File: config.mk
export PLATFORM = sky130hd
export DESIGN_NAME = veda_mem_burst_master
export DESIGN_NICKNAME = d
export VERILOG_FILES = /design/src/rtl/veda_mem_burst_master.sv
export SDC_FILE = /design/constraint.sdc
export NUM_CORES = 1
export LEC_CHECK = 0
export CORE_MARGIN = 5
export CORE_UTILIZATION = 48
export DETAILED_ROUTE_END_ITERATION = 6
export PLACE_DENSITY = 0.94
export SYNTH_ARGS = -nofsm -noshare
export SYNTH_HDL_FRONTEND = slang
export SYNTH_SLANG_ARGS = --single-unit
File: constraint.sdc
create_clock -name clk -period 3.56 [get_ports clk]
set_input_delay 0.712 -clock clk [delete_from_list [all_inputs] [get_ports clk]]
set_output_delay 0.712 -clock clk [all_outputs]
set_load 0.01 [all_outputs]
File: src/rtl/veda_mem_burst_master.sv
// veda_mem_burst_master: turns write/read burst commands into per-cycle accesses
// on the 32x32 veda memory port. Write words come in on a valid/ready stream.
// Read words go out through a 2-entry buffer on a valid/ready stream.
module veda_mem_burst_master #(
  parameter int unsigned ADDR_W = 5,
  parameter int unsigned DATA_W = 32,
  parameter int unsigned LEN_W  = 6
) (
  input  logic              clk,
  input  logic              rst,
  input  logic              cmd_valid,
  output logic              cmd_ready,
  input  logic              cmd_write,
  input  logic [ADDR_W-1:0] cmd_addr,
  input  logic [LEN_W-1:0]  cmd_len,
  input  logic              wr_valid,
  output logic              wr_ready,
  input  logic [DATA_W-1:0] wr_data,
  output logic              rd_valid,
  input  logic              rd_ready,
  output logic [DATA_W-1:0] rd_data,
  output logic              done,
  output logic              busy,
  output logic              mem_mode,
  output logic              mem_write_enab,
  output logic [ADDR_W-1:0] mem_address,
  output logic [DATA_W-1:0] mem_data_in,
  input  logic [DATA_W-1:0] mem_data_out
);

  typedef enum logic [2:0] {
    S_IDLE,
    S_WRITE,
    S_READ,
    S_DRAIN,
    S_DONE
  } state_t;

  state_t            state_q, state_d;
  logic [ADDR_W-1:0] ptr_q, ptr_d;
  logic [LEN_W-1:0]  rem_q, rem_d;
  logic              inflight_q, inflight_d;
  logic [1:0]        occ_q, occ_d;
  logic [DATA_W-1:0] buf0_q, buf0_d;
  logic [DATA_W-1:0] buf1_q, buf1_d;
  logic              rd_pop;
  logic              rd_push;
  logic [1:0]        load;

  // Buffer head is always entry 0; a read issued last cycle returns its word now.
  assign rd_valid = (occ_q != 2'd0);
  assign rd_data  = buf0_q;
  assign rd_pop   = rd_valid & rd_ready;
  assign rd_push  = inflight_q;
  // Words that will occupy the buffer at the end of this cycle, excluding any new issue.
  assign load     = occ_q + {1'b0, inflight_q} - {1'b0, rd_pop};

  // State, pointer, counter and buffer registers.
  always_ff @(posedge clk) begin
    if (rst) begin
      state_q    <= S_IDLE;
      ptr_q      <= '0;
      rem_q      <= '0;
      inflight_q <= 1'b0;
      occ_q      <= 2'd0;
      buf0_q     <= '0;
      buf1_q     <= '0;
    end else begin
      state_q    <= state_d;
      ptr_q      <= ptr_d;
      rem_q      <= rem_d;
      inflight_q <= inflight_d;
      occ_q      <= occ_d;
      buf0_q     <= buf0_d;
      buf1_q     <= buf1_d;
    end
  end

  // Next state and memory-side outputs; mem_mode drops to 0 only on an accepted write beat.
  always_comb begin
    state_d        = state_q;
    ptr_d          = ptr_q;
    rem_d          = rem_q;
    inflight_d     = 1'b0;
    cmd_ready      = 1'b0;
    wr_ready       = 1'b0;
    done           = 1'b0;
    busy           = 1'b1;
    mem_mode       = 1'b1;
    mem_write_enab = 1'b0;
    mem_address    = '0;
    mem_data_in    = '0;
    case (state_q)
      S_IDLE: begin
        busy      = 1'b0;
        cmd_ready = 1'b1;
        if (cmd_valid) begin
          if (cmd_len == '0) begin
            state_d = S_DONE;
          end else if (cmd_write) begin
            ptr_d   = cmd_addr;
            rem_d   = cmd_len;
            state_d = S_WRITE;
          end else begin
            // First read issues in the accept cycle so data is buffered two cycles later.
            mem_address = cmd_addr;
            inflight_d  = 1'b1;
            ptr_d       = cmd_addr + 1'b1;
            rem_d       = cmd_len - 1'b1;
            state_d     = (cmd_len == LEN_W'(1)) ? S_DRAIN : S_READ;
          end
        end
      end
      S_WRITE: begin
        wr_ready    = 1'b1;
        mem_address = ptr_q;
        if (wr_valid) begin
          mem_mode       = 1'b0;
          mem_write_enab = 1'b1;
          mem_data_in    = wr_data;
          ptr_d          = ptr_q + 1'b1;
          rem_d          = rem_q - 1'b1;
          if (rem_q == LEN_W'(1)) state_d = S_DONE;
        end
      end
      S_READ: begin
        mem_address = ptr_q;
        if (load < 2'd2) begin
          inflight_d = 1'b1;
          ptr_d      = ptr_q + 1'b1;
          rem_d      = rem_q - 1'b1;
          if (rem_q == LEN_W'(1)) state_d = S_DRAIN;
        end
      end
      S_DRAIN: begin
        if (!inflight_q && (occ_q == 2'd0)) state_d = S_DONE;
      end
      S_DONE: begin
        done    = 1'b1;
        state_d = S_IDLE;
      end
      default: state_d = S_IDLE;
    endcase
  end

  // Two-entry read buffer; push and pop may coincide.
  always_comb begin
    buf0_d = buf0_q;
    buf1_d = buf1_q;
    occ_d  = occ_q;
    case ({rd_push, rd_pop})
      2'b10: begin
        if (occ_q == 2'd0) buf0_d = mem_data_out;
        else               buf1_d = mem_data_out;
        occ_d = occ_q + 2'd1;
      end
      2'b01: begin
        buf0_d = buf1_q;
        occ_d  = occ_q - 2'd1;
      end
      2'b11: begin
        if (occ_q == 2'd1) begin
          buf0_d = mem_data_out;
        end else begin
          buf0_d = buf1_q;
          buf1_d = mem_data_out;
        end
      end
      default: ;
    endcase
  end

endmodule

==> results.sh <==
export IMPL_status="finished clean"
export IMPL_setup_viol=0
export IMPL_internal_power_mw=2.380
export IMPL_synth_nets=604
export IMPL_numCtsBuffers=9
export IMPL_yosys_area_share_adder_pct=3.051
export IMPL_finalWirelength_um=12450
export IMPL_boundaryPins=157
export IMPL_rsz0062_at_grt="false"
export IMPL_finalWorstSetupSlack_ns=0.1222
export IMPL_yosysUniqueCellTypes=37
export IMPL_synth_xor_area_share_pct=2.135
export IMPL_synth_mux_area_share_pct=9.030
export IMPL_setup_tns_ns=0
export IMPL_multi_input_area_um2=2278
export IMPL_drc_errors=0
export IMPL_gp_congestion=0.9214
export IMPL_rows=33
export IMPL_worstSetupPathType="in -> out"
export IMPL_hpwlAfterDp_um=9272
export IMPL_crit_path_start_kind="input pin"
export IMPL_worstPathMaxFanout=4
export IMPL_synth_warnings=0
export IMPL_synth_seq_area_share_pct=39.54
export IMPL_regArea_um2=1622
export IMPL_clockBufferDepth=2
export IMPL_drt_initial_drc_count=243
export IMPL_yosys_area_top_type="dfxtp_1"
export IMPL_worst_pin_slew_ns=0.9623
export IMPL_final_nets=743
export IMPL_grt_pass1_wl_um=19470
export IMPL_diodes=0
export IMPL_grt_overflow=0
export IMPL_core_um2=8258
export IMPL_syn_area_um2=4101
export IMPL_netlist_top_cells_area="dfxtp_1, mux2i_1, nand2_1"
export IMPL_cts_tree="built"
export IMPL_final_max_slew_viol_count=0
export IMPL_synth_compound_area_share_pct=19.37
export IMPL_synth_async_reset_ratio_pct=0
export IMPL_place_ws_ns=-0.04205
export IMPL_synth_top_area_share_pct=39.54
export IMPL_synthCells=513
export IMPL_instances_no_fill=762
export IMPL_final_layout_size_suffix_gt1_share_pct=5.327
export IMPL_die_y_um=102.4
export IMPL_synth_most_common_cell="dfxtp_1"
export IMPL_synth_top_family_by_area="simple AND/OR/NAND/NOR gates"
export IMPL_swShare_pct=36.90
export IMPL_grt_pass1_vias=4224
export IMPL_via_count=4257
export IMPL_period_needed_ns=3.438
export IMPL_grtUsageTotal_pct=23.33
export IMPL_grt_max_degree=47
export IMPL_worstHoldPathType="reg -> reg"
export IMPL_critPathCaptureType="output pin"
export IMPL_clkSinkCount=81
export IMPL_wl_per_cell_um=16.33
export IMPL_cts_max_level=3
export IMPL_insertion_delay_ns=0.35
export IMPL_synth_edf_count=0
export IMPL_num_fill_cells=622
export IMPL_placed_area_um2=5748
export IMPL_syn_area_per_cell_um2=7.995
export IMPL_fmax_ghz=0.2909
export IMPL_dpl_cell_count=746
export IMPL_p_comb_share_pct=45.9
export IMPL_fin_area_um2=5977
export IMPL_cp_data_required_time_ns=2.85
export IMPL_p_per_area_nw_per_um2=631.1
export IMPL_timing_hold_violations_final=0
export IMPL_area_delta_synth_final_pct=45.73
export IMPL_p_leak_nw=2.458
export IMPL_antenna_found_initial=0
export IMPL_port_buffer_count=156
export IMPL_drt_first_pass_iters=5
export IMPL_maxCapViolCount=0
export IMPL_synthTopCellsByCount="dfxtp_1, nand2_1, a21oi_1, nor2_1, mux2i_1"
export IMPL_clockPowerShare_pct=19.7
export IMPL_utilization_pct=72.38
export IMPL_skew_ns=0.01412
export IMPL_die_x_um=102.4
export IMPL_period_share_pct=96.57
export IMPL_ys_seq_elements=81
export IMPL_cts_root_buffer="clkbuf_8"
export IMPL_clk_pin_slew_worst_paths_ns=0.07
export IMPL_pwr_share_seq_pct=34.4
export IMPL_crit_slowest_cell="clkdlybuf4s50_1"
export IMPL_power_switching_mw=1.392
export IMPL_synthFlopType="dfxtp_1"
export IMPL_crit_chain="clkdlybuf4s50_1 > inv_1 > ha_1 > nand2_1 > nand2_1 > nor3_2 > a22o_1 > clkdlybuf4s50_1"
export IMPL_maxSlewHeadroom_pct=35.85
export IMPL_antenna_left=0
export IMPL_critical_path_arrival_ns=2.73
export IMPL_vias_per_cell=5.587
export IMPL_slowest_delay_ns=0.55
export IMPL_floorplan_initialDensity_pct=49.67
export IMPL_peakVddDrop_mv=0.3904
export IMPL_synth_simple_area_share_pct=21.60
export IMPL_dieArea_um2=10490
-- sequential cells by signal (all words and copies together), names as in the netlist --
| name | count |
|---|---|
| buf1_q | 32 |
| inflight_q | 1 |
| occ_q | 2 |
| ptr_q | 5 |
| rd_data | 32 |
| rem_q | 6 |
| state_q | 3 |
-- final cells by class --
class	count	share of cell area, %
Clock inverter	6	1.507
Timing Repair Buffer	169	28.09
Clock buffer	10	2.135
Inverter	13	0.8164
Multi-Input combinational cell	378	38.12
Sequential cell	81	27.13
Tap cell	105	2.198
-- cell families after synthesis --
| family | Yosys count |
|---|---|
| AND/OR/NAND/NOR | 196 |
| XOR/XNOR | 10 |
| multiplexers | 37 |
| AO/OA/AOI/OAI | 125 |
| flip-flops | 81 |
| buffers and inverters | 54 |
| adder cells (fa/ha/maj) | 10 |
-- worst max-delay path, delay by kind of cell --
family                     cells  cell delay (ns)
AOI/OAI and AO/OA              1             0.19
adders and majority gates      1             0.22
and+or+nand+nor                3             0.47
buffers and inverters          3             1.13
-- metal layers --
metal / wire length [um] / vias to the layer above / GRT usage [%]
li1: - / 2073 / -
met1: 4702 / 1985 / 25.30
met2: 6506 / 182 / 43.50
met3: 1059 / 17 / 6.621
met4: 176 / 0 / 7.164
met5: 0 / - / 0
-- per-stage QoR --
stage / power [mW] / hold slack, ns
5_1_grt: 4.005 / 0.4811
2_1_floorplan: 2.295 / 0.4357
3_3_place_gp: 2.954 / 0.4407
4_1_cts: 3.789 / 0.4581
3_5_place_dp: 3.041 / 0.4463
6_report: 3.772 / 0.4556
-- power groups by stage --
stage | Clock [mW] | Sequential (mW) | Combinational (mW)
floorplan | 0 | 1.34 | 0.953
global placement | 0 | 1.30 | 1.66
detailed placement | 0 | 1.31 | 1.73
CTS | 0.751 | 1.30 | 1.74
global route | 0.790 | 1.33 | 1.89
finish | 0.742 | 1.30 | 1.73
-- cell usage in the layout, fill, tap and decap left out, drive strengths merged --
cell | Yosys | layout
clkdlybuf4s50 | 0 | 155
dfxtp | 81 | 81
nand2 | 78 | 78
a21oi | 55 | 55
nor2 | 52 | 52
mux2i | 37 | 37
a211oi | 36 | 36
and3 | 33 | 33
inv | 13 | 14
buf | 6 | 14
o21ai | 12 | 12
ha | 10 | 10
clkbuf | 35 | 10
nand3 | 8 | 8
xnor2 | 8 | 8
nand2b | 8 | 8
nor3 | 7 | 7
a22o | 5 | 5
a211o | 5 | 5
nor2b | 3 | 3
nor4 | 3 | 3
xor2 | 2 | 2
a21boi | 2 | 2
nand4 | 2 | 2
o32ai | 2 | 2
bufinv | 0 | 2
a21o | 2 | 2
clkinv | 0 | 2
and2 | 1 | 1
a2111o | 1 | 1
a41o | 1 | 1
nor3b | 1 | 1
o21bai | 1 | 1
a2111oi | 1 | 1
o22ai | 1 | 1
o311a | 1 | 1
clkinvlp | 0 | 1
-- worst paths after layout --
kind / slack, ns / end / from / cells after the start
worst max register to register: 0.90 / rem_q[0] / occ_q[1] / 8
worst min-delay path: 0.46 / buf1_q[1] / buf1_q[1] / 2
worst min register to register: 0.46 / buf1_q[1] / buf1_q[1] / 2
worst max-delay path: 0.12 / mem_address[4] / cmd_len[0] / 8
-- what timing repair did --
action                                  in CTS  in global routing
endpoints found under the setup margin       4                  1
pin swaps                                    0                  0
gates cloned                                 0                  0
hold buffers                                 0                  0
resized for setup                            1                  1
buffers inserted                             0                  0
Power figures use the tool's default switching activity.
